==> src/rtl/aux_boot_pkg.sv <==
// Shared types and helpers for the auxiliary UART boot loader.
// The RX state encoding and the divider arithmetic live here so that the receiver and the top agree on them.
package aux_boot_pkg;

    typedef enum logic [1:0] {
        RX_IDLE  = 2'd0,
        RX_START = 2'd1,
        RX_DATA  = 2'd2,
        RX_STOP  = 2'd3
    } rx_state_t;

    localparam int DEF_CLK_FREQUENCY = 50000000;
    localparam int DEF_BAUD_RATE     = 115200;

    function automatic int calc_div(input int clk_hz, input int baud);
        return clk_hz / baud;
    endfunction

    function automatic int half_div(input int div);
        return div / 2;
    endfunction

    function automatic int cnt_width(input int div);
        return (div <= 2) ? 1 : $clog2(div);
    endfunction

    localparam int DEF_DIV      = calc_div(DEF_CLK_FREQUENCY, DEF_BAUD_RATE);
    localparam int DEF_HALF_DIV = half_div(DEF_DIV);
    localparam int DEF_CNT_W    = cnt_width(DEF_DIV);

    // Byte-lane enable for a partial word holding 'lanes' bytes, starting at lane 0.
    function automatic logic [3:0] lane_mask(input logic [1:0] lanes);
        case (lanes)
            2'd1:    return 4'b0001;
            2'd2:    return 4'b0011;
            2'd3:    return 4'b0111;
            default: return 4'b0000;
        endcase
    endfunction

endpackage

==> src/rtl/aux_uart_rx.sv <==
// 8N1 UART receiver with a 2-flop input synchronizer; o_state exposes the FSM for debug.
// AUX_UART_FRAME_ERR_EN enables the stop-bit check and the o_frame_err pulse.
module aux_uart_rx
    import aux_boot_pkg::*;
#(
    parameter int DIV = DEF_DIV
) (
    input  logic       clk,
    input  logic       reset,
    input  logic       rx,
    output logic       o_byte_valid,
    output logic [7:0] o_byte_data,
    output logic       o_start,
    output logic [1:0] o_state
`ifdef AUX_UART_FRAME_ERR_EN
    ,
    output logic       o_frame_err
`endif
);
    localparam int CNT_W = cnt_width(DIV);
    localparam logic [CNT_W-1:0] HALF = CNT_W'(half_div(DIV));
    localparam logic [CNT_W-1:0] FULL = CNT_W'(DIV - 1);

    // o_byte_valid is a one-cycle pulse with o_byte_data stable alongside it; there is no ready, the consumer must take it.
    rx_state_t        r_state;
    logic             r_sync1;
    logic             r_sync2;
    logic             r_sync_d;
    logic [CNT_W-1:0] r_cnt;
    logic [2:0]       r_bit;
    logic [7:0]       r_shift;
    logic             r_byte_valid;
`ifdef AUX_UART_FRAME_ERR_EN
    logic             r_frame_err;
`endif
    logic             w_start;
    logic             w_tick;

    assign w_start = (r_state == RX_IDLE) && r_sync_d && !r_sync2;
    assign w_tick  = (r_cnt == '0);

    always_ff @(posedge clk) begin
        if (reset) begin
            r_sync1      <= 1'b1;
            r_sync2      <= 1'b1;
            r_sync_d     <= 1'b1;
            r_state      <= RX_IDLE;
            r_cnt        <= '0;
            r_bit        <= 3'd0;
            r_shift      <= 8'h00;
            r_byte_valid <= 1'b0;
`ifdef AUX_UART_FRAME_ERR_EN
            r_frame_err  <= 1'b0;
`endif
        end else begin
            r_sync1      <= rx;
            r_sync2      <= r_sync1;
            r_sync_d     <= r_sync2;
            r_byte_valid <= 1'b0;
`ifdef AUX_UART_FRAME_ERR_EN
            r_frame_err  <= 1'b0;
`endif
            case (r_state)
                RX_IDLE: begin
                    if (w_start) begin
                        r_state <= RX_START;
                        r_cnt   <= HALF;
                    end
                end
                RX_START: begin
                    if (!w_tick) begin
                        r_cnt <= r_cnt - CNT_W'(1);
                    end else if (r_sync2) begin
                        r_state <= RX_IDLE;
                    end else begin
                        r_state <= RX_DATA;
                        r_cnt   <= FULL;
                        r_bit   <= 3'd0;
                    end
                end
                RX_DATA: begin
                    if (!w_tick) begin
                        r_cnt <= r_cnt - CNT_W'(1);
                    end else begin
                        r_shift <= {r_sync2, r_shift[7:1]};
                        r_cnt   <= FULL;
                        r_bit   <= r_bit + 3'd1;
                        if (r_bit == 3'd7) r_state <= RX_STOP;
                    end
                end
                RX_STOP: begin
                    if (!w_tick) begin
                        r_cnt <= r_cnt - CNT_W'(1);
                    end else begin
                        r_state <= RX_IDLE;
`ifdef AUX_UART_FRAME_ERR_EN
                        if (r_sync2) r_byte_valid <= 1'b1;
                        else         r_frame_err  <= 1'b1;
`else
                        r_byte_valid <= 1'b1;
`endif
                    end
                end
                default: r_state <= RX_IDLE;
            endcase
        end
    end

    assign o_byte_valid = r_byte_valid;
    assign o_byte_data  = r_shift;
    assign o_start      = w_start;
    assign o_state      = r_state;
`ifdef AUX_UART_FRAME_ERR_EN
    assign o_frame_err  = r_frame_err;
`endif

endmodule

==> src/rtl/aux_uart_boot_loader.sv <==
// Boot loader top: packs UART bytes into 32-bit words, writes program memory, and holds the MCU in reset meanwhile.
// Optional macro AUX_UART_FRAME_ERR_EN: discard frames with a bad stop bit and add the sticky frame_err output.
module aux_uart_boot_loader
    import aux_boot_pkg::*;
#(
    parameter int CLK_FREQUENCY  = 50000000,
    parameter int BAUD_RATE      = 115200,
    parameter int ADDR_W         = 12,
    parameter int TIMEOUT_CYCLES = 50000
) (
    input  logic              clk,
    input  logic              reset,
    input  logic              rx,
    output logic              boot_active,
    output logic              mem_we,
    output logic [ADDR_W-1:0] mem_addr,
    output logic [31:0]       mem_wdata,
    output logic [3:0]        mem_ble,
    output logic [ADDR_W+1:0] byte_count
`ifdef AUX_UART_FRAME_ERR_EN
    ,
    output logic              frame_err
`endif
);
    localparam int DIV  = calc_div(CLK_FREQUENCY, BAUD_RATE);
    localparam int TO_W = $clog2(TIMEOUT_CYCLES + 1);
    localparam logic [TO_W-1:0]   TO_LAST   = TO_W'(TIMEOUT_CYCLES - 1);
    localparam logic [ADDR_W-1:0] LAST_ADDR = '1;

    logic              w_byte_valid;
    logic [7:0]        w_byte;
    logic              w_start;
    logic [1:0]        w_rx_state;
    logic              w_busy;
    logic              w_timeout;
    logic [1:0]        w_lane_eff;
    logic [31:0]       w_word;
`ifdef AUX_UART_FRAME_ERR_EN
    logic              w_frame_err;
`endif

    logic              r_boot;
    logic              r_we;
    logic [ADDR_W-1:0] r_addr;
    logic [31:0]       r_wdata;
    logic [3:0]        r_ble;
    logic [ADDR_W+1:0] r_count;
    logic [1:0]        r_lane;
    logic [TO_W-1:0]   r_tcnt;
    logic              r_final;

    aux_uart_rx #(.DIV(DIV)) u_rx (
        .clk          (clk),
        .reset        (reset),
        .rx           (rx),
        .o_byte_valid (w_byte_valid),
        .o_byte_data  (w_byte),
        .o_start      (w_start),
        .o_state      (w_rx_state)
`ifdef AUX_UART_FRAME_ERR_EN
        ,
        .o_frame_err  (w_frame_err)
`endif
    );

    assign w_busy    = (w_rx_state != RX_IDLE);
    // A start edge in the same cycle as the timeout keeps the session alive.
    assign w_timeout = r_boot && !w_busy && !w_start && !w_byte_valid && (r_tcnt == TO_LAST);
    assign w_lane_eff = r_boot ? r_lane : 2'd0;

    always_comb begin
        w_word = (w_lane_eff == 2'd0) ? 32'h0 : r_wdata;
        case (w_lane_eff)
            2'd0: w_word[7:0]   = w_byte;
            2'd1: w_word[15:8]  = w_byte;
            2'd2: w_word[23:16] = w_byte;
            2'd3: w_word[31:24] = w_byte;
        endcase
    end

    always_ff @(posedge clk) begin
        if (reset) begin
            r_tcnt <= '0;
        end else if (!r_boot || w_busy || w_start || w_byte_valid || w_timeout) begin
            r_tcnt <= '0;
        end else begin
            r_tcnt <= r_tcnt + TO_W'(1);
        end
    end

    always_ff @(posedge clk) begin
        if (reset) begin
            r_boot  <= 1'b0;
            r_we    <= 1'b0;
            r_addr  <= '0;
            r_wdata <= 32'h0;
            r_ble   <= 4'h0;
            r_count <= '0;
            r_lane  <= 2'd0;
            r_final <= 1'b0;
        end else begin
            r_we  <= 1'b0;
            r_ble <= 4'h0;
            if (w_byte_valid) begin
                r_boot  <= 1'b1;
                r_wdata <= w_word;
                r_lane  <= w_lane_eff + 2'd1;
                r_count <= r_boot ? r_count + (ADDR_W+2)'(1) : (ADDR_W+2)'(1);
                if (!r_boot) begin
                    r_addr  <= '0;
                    r_final <= 1'b0;
                end
                if (w_lane_eff == 2'd3) begin
                    r_we  <= 1'b1;
                    r_ble <= 4'hF;
                end
            end else if (r_we) begin
                // The address advances only after the write cycle and never wraps past the last word.
                if (r_final || r_addr == LAST_ADDR) begin
                    r_boot  <= 1'b0;
                    r_final <= 1'b0;
                end else begin
                    r_addr <= r_addr + ADDR_W'(1);
                end
            end else if (w_timeout) begin
                if (r_lane != 2'd0) begin
                    r_we    <= 1'b1;
                    r_ble   <= lane_mask(r_lane);
                    r_final <= 1'b1;
                end else begin
                    r_boot <= 1'b0;
                end
            end
        end
    end

`ifdef AUX_UART_FRAME_ERR_EN
    logic r_frame_err;
    logic r_err_idle;

    // Errors seen between sessions survive into the next session; older ones are dropped when it starts.
    always_ff @(posedge clk) begin
        if (reset) begin
            r_frame_err <= 1'b0;
            r_err_idle  <= 1'b0;
        end else if (w_byte_valid && !r_boot) begin
            r_frame_err <= r_err_idle;
            r_err_idle  <= 1'b0;
        end else if (w_frame_err) begin
            r_frame_err <= 1'b1;
            if (!r_boot) r_err_idle <= 1'b1;
        end
    end

    assign frame_err = r_frame_err;
`endif

    assign boot_active = r_boot;
    assign mem_we      = r_we;
    assign mem_addr    = r_addr;
    assign mem_wdata   = r_wdata;
    assign mem_ble     = r_ble;
    assign byte_count  = r_count;

endmodule
==> config.mk <==
export PLATFORM = sky130hd
export DESIGN_NAME = aux_uart_boot_loader
export DESIGN_NICKNAME = d
export VERILOG_FILES = /design/src/rtl/aux_boot_pkg.sv /design/src/rtl/aux_uart_rx.sv /design/src/rtl/aux_uart_boot_loader.sv
export SDC_FILE = /design/constraint.sdc
export NUM_CORES = 1
export LEC_CHECK = 0
export CORE_MARGIN = 2
export CORE_UTILIZATION = 30
export CTS_BUF_LIST = sky130_fd_sc_hd__clkbuf_2
export DETAILED_ROUTE_END_ITERATION = 6
export HOLD_SLACK_MARGIN = 0.03
export SKIP_LAST_GASP = 1
export SLEW_MARGIN = 20
export SYNTH_ARGS = -nofsm -noshare
export SYNTH_HDL_FRONTEND = slang
export SYNTH_SLANG_ARGS = --single-unit
==> constraint.sdc <==
create_clock -name clk -period 2.1 [get_ports clk]
set_input_delay 0.42 -clock clk [delete_from_list [all_inputs] [get_ports clk]]
set_output_delay 0.42 -clock clk [all_outputs]
set_load 0.01 [all_outputs]
==> flow_summary.json <==
{
  "outcome": "completed",
  "cells_after_synth": 624,
  "setup.worst_path.start_class": "register",
  "maxSlewHeadroom": 0.6895,
  "design.final.nets": 726,
  "r2r_cells": 6,
  "cell_chosen_for_the_clock_root": "sky130_fd_sc_hd__clkbuf_2",
  "sw_frac_of_total": 0.3134,
  "timing.final.hold_violations": 0,
  "vert_die_dim_um": 134.8,
  "worst_skew_pair.late_latency_ps": 630,
  "timing_max_transition_violations_final": 0,
  "vias_per_cell": 5.094,
  "synth_enable_flop_cells": 0,
  "setup_viol": 0,
  "setup.worst_path.start": "boot_active",
  "ys.warnings.count": 0,
  "tritoncts_clock_tree": "built",
  "cts_buffers": 9,
  "detailed_place_hpwl_um": 9096,
  "dp_cells": 900,
  "drt_iter0_drc": 345,
  "pint_mw": 2.616,
  "finalInstanceArea_mm2": 0.006506,
  "rsz0062_at_grt": "true",
  "synth_top_flop_cell": "sky130_fd_sc_hd__dfxtp_1",
  "critical_path_arrival_ps": 1610,
  "worst-slew-pin-transition_ps": 464.1,
  "critical_path.n_buffers_inverters": 1,
  "max_clock_freq_mhz": 492.8,
  "largest_net_degree_at_the_start_of_global_routing": 70,
  "clock_path_buffers": 2,
  "gp_routability_congestion": 0.8557,
  "crit_fanout": 4,
  "rr_endpoint": "u_rx.r_cnt[0]",
  "finalCritPeriodShare": 0.9663,
  "detail_route.wl_per_cell_um": 14.56,
  "max-vdd-ir-drop_v": 0.0004120,
  "chipWidth_um": 134.8,
  "area_of_the_placeable_core_mm2": 0.01664,
  "worstHoldPathType": "in2reg",
  "instances_no_fill": 933,
  "switching_power_mw": 1.194,
  "crit_path_end_kind": "output pin",
  "rows": 47,
  "powerDensity_mw_per_mm2": 585.6,
  "synth.cell_area_mm2": 0.005130,
  "critical_path.cell_chain": "clkdlybuf4s50_1",
  "vias_in_the_first_global_route": 4250,
  "critical-path-max-stage-delay_ps": 570,
  "sequentialPowerShare": 0.561,
  "grtUsageTotal": 0.1490,
  "worst_path_max_delay_cell": "sky130_fd_sc_hd__clkdlybuf4s50_1",
  "finalClockSkew_ps": 46.18,
  "multi_input_area_mm2": 0.002733,
  "critPathCapture": "boot_active",
  "r2r_slack_ps": 220,
  "yosysSeqAreaShare": 0.4215,
  "critical_path_required_time_ps": 1680,
  "area.sequential_mm2": 0.002275,
  "top_level_ports": 67,
  "comb_power_share": 0.162,
  "dr.pass1.iters": 4,
  "count_of_unique_library_cells_instantiated_by_yosys": 65,
  "crit_family": "buffers and inverters",
  "power_frac_clock": 0.277,
  "io_buffer_count": 66,
  "synth-async-reset-ratio": 0,
  "final_layout_size_suffix_gt1_frac": 0.1795,
  "timing.rr.start": "u_rx.r_cnt[0]",
  "cts.htree.levels": 3,
  "path_class": "reg2out",
  "num_vias": 4753,
  "mapped_nets": 642,
  "grt_first_pass_wirelength_um": 21980,
  "n_fill_cell": 1734,
  "routed_wl_um": 13590,
  "antenna_cells": 0,
  "antenna_left": 0,
  "worst_setup_hold_path_clk_slew_ps": 300,
  "synth.avg_cell_area_um2": 8.221,
  "detail_route.drc_violations": 0,
  "max-cap-violations": 0,
  "initial_core_util": 0.3082,
  "overflow": 0,
  "die_area_mm2": 0.01816,
  "grt_antenna_before_repair": 0,
  "power_leakage_nw": 2.386,
  "min_period_ps": 2029,
  "path_depth": 1,
  "seq_cells_post_synth": 108,
  "total_cell_area_at_the_placement_stage_mm2": 0.006106,
  "area_growth_pct": 26.83,
  "cts_sinks": 108
}
metal layers:
metal  share of wire  routed length, µm  vias up  global-route usage
met1            0.50               6828     2224              0.2164
met4          0.0096                130        0             0.03626
li1                -                  -     2423                   -
met2            0.44               5954       97              0.2191
met3           0.050                673        9             0.03941
met5               0                  0        -                   0
power by group through the flow:
stage,Combinational (mW),Clock (mW),Sequential (mW)
final,0.618,1.06,2.14
after global routing,0.682,1.18,2.15
after CTS,0.608,1.09,2.15
after detailed placement,0.605,0,2.19
after global placement,0.608,0,2.20
after floorplan,0.434,0,2.17
synth_stat cells (5+ instances only):
master / count / area (µm²)
sky130_fd_sc_hd__a211oi_1: 7 / 52.55
sky130_fd_sc_hd__a21oi_1: 72 / 360.4
sky130_fd_sc_hd__a31oi_1: 5 / 31.28
sky130_fd_sc_hd__and3_1: 7 / 43.79
sky130_fd_sc_hd__and4_1: 5 / 43.79
sky130_fd_sc_hd__buf_1: 7 / 26.28
sky130_fd_sc_hd__clkbuf_1: 22 / 82.58
sky130_fd_sc_hd__dfxtp_1: 108 / 2162
sky130_fd_sc_hd__ha_1: 15 / 187.7
sky130_fd_sc_hd__inv_1: 20 / 75.07
sky130_fd_sc_hd__mux2i_1: 9 / 90.09
sky130_fd_sc_hd__nand2_1: 79 / 296.5
sky130_fd_sc_hd__nand2b_1: 5 / 31.28
sky130_fd_sc_hd__nand3_1: 62 / 310.3
sky130_fd_sc_hd__nand4_1: 11 / 68.82
sky130_fd_sc_hd__nor2_1: 45 / 168.9
sky130_fd_sc_hd__nor3_1: 13 / 65.06
sky130_fd_sc_hd__nor4_1: 9 / 56.30
sky130_fd_sc_hd__o211ai_1: 6 / 45.04
sky130_fd_sc_hd__o21ai_0: 19 / 95.09
sky130_fd_sc_hd__or3_1: 8 / 50.05
sky130_fd_sc_hd__or4_1: 6 / 45.04
sky130_fd_sc_hd__xnor2_1: 13 / 113.9
area by class of cell:
type                       count  share of cell area
clock buffer                  10            0.007692
clock inverter                 6             0.01231
inverter                      20             0.01154
multi-input combinational    460              0.4200
sequential                   108              0.3496
tap                          220             0.04231
timing repair buffer         109              0.1565
how the worst min path moves through the flow:
stage | from | endpoint | slack [ps] | cells past startpoint
2_1_floorplan | u_rx.r_sync1 | u_rx.r_sync2 | 390 | 1
3_3_place_gp | u_rx.r_sync1 | u_rx.r_sync2 | 400 | 1
3_5_place_dp | u_rx.r_sync1 | u_rx.r_sync2 | 400 | 1
4_1_cts | reset | mem_addr[1] | 90 | 2
5_1_grt | reset | mem_addr[1] | 50 | 2
6_report | reset | mem_addr[1] | 120 | 2
placed cells by master (no fill, tap or decap), drive strengths merged, types with 4 or more instances in the layout:
cell	Yosys	routed
or4	6	6
a31oi	5	5
clkdlybuf4s50	0	54
o21ai	19	19
and2	5	5
o211ai	6	6
nand4	12	12
or3	8	8
nor2	45	45
nor4	11	11
inv	20	23
a311oi	4	4
nand3	62	62
mux2i	9	9
nand2	79	79
a211oi	7	7
or2	4	4
nand2b	5	5
ha	15	15
buf	14	44
and3	7	7
nor2b	4	4
a21oi	72	72
dlymetal6s2s	0	11
xnor2	13	13
dfxtp	108	108
clkbuf	22	10
and4	5	5
nor3	13	13
cell families after synthesis:
group	after synthesis	share of synthesized area
simple gates	277	0.2793
compound gates	142	0.1693
flops	108	0.4215
buf+inv	56	0.04634
xor+xnor	16	0.02732
fa+ha+maj	15	0.03659
mux	10	0.01976
through the flow:
step	utilization	total power [mW]	hold WS [ps]	TNS (ps)	setup slack (ps)
after floorplan	-	2.605	389.5	0	130.6
after global placement	0.3669	2.803	398.1	0	161.1
after detailed placement	0.3669	2.800	401.7	0	91.53
after CTS	0.3777	3.853	85.70	-58.45	-58.45
after global routing	0.3909	4.010	53.10	-49.10	-32.82
final	0.3909	3.810	120.2	0	70.79
registers in the layout, summed over array words and instances, names as in the netlist, 2 cells and up, named ones only:
| register | flops |
|---|---|
| u_rx.r_cnt | 9 |
| u_rx.o_byte_data | 8 |
| byte_count | 14 |
| mem_ble | 4 |
| u_rx.r_bit | 3 |
| r_tcnt | 16 |
| mem_wdata | 32 |
| mem_addr | 12 |
| r_lane | 2 |
what timing repair did:
item                       in CTS  in global routing
hold endpoints to repair        0                  0
setup endpoints to repair      23                 63
setup buffers                   1                 16
hold buffers                    0                  0
resized for setup              28                 56
Note: power is estimated with default switching activity, not from simulation.
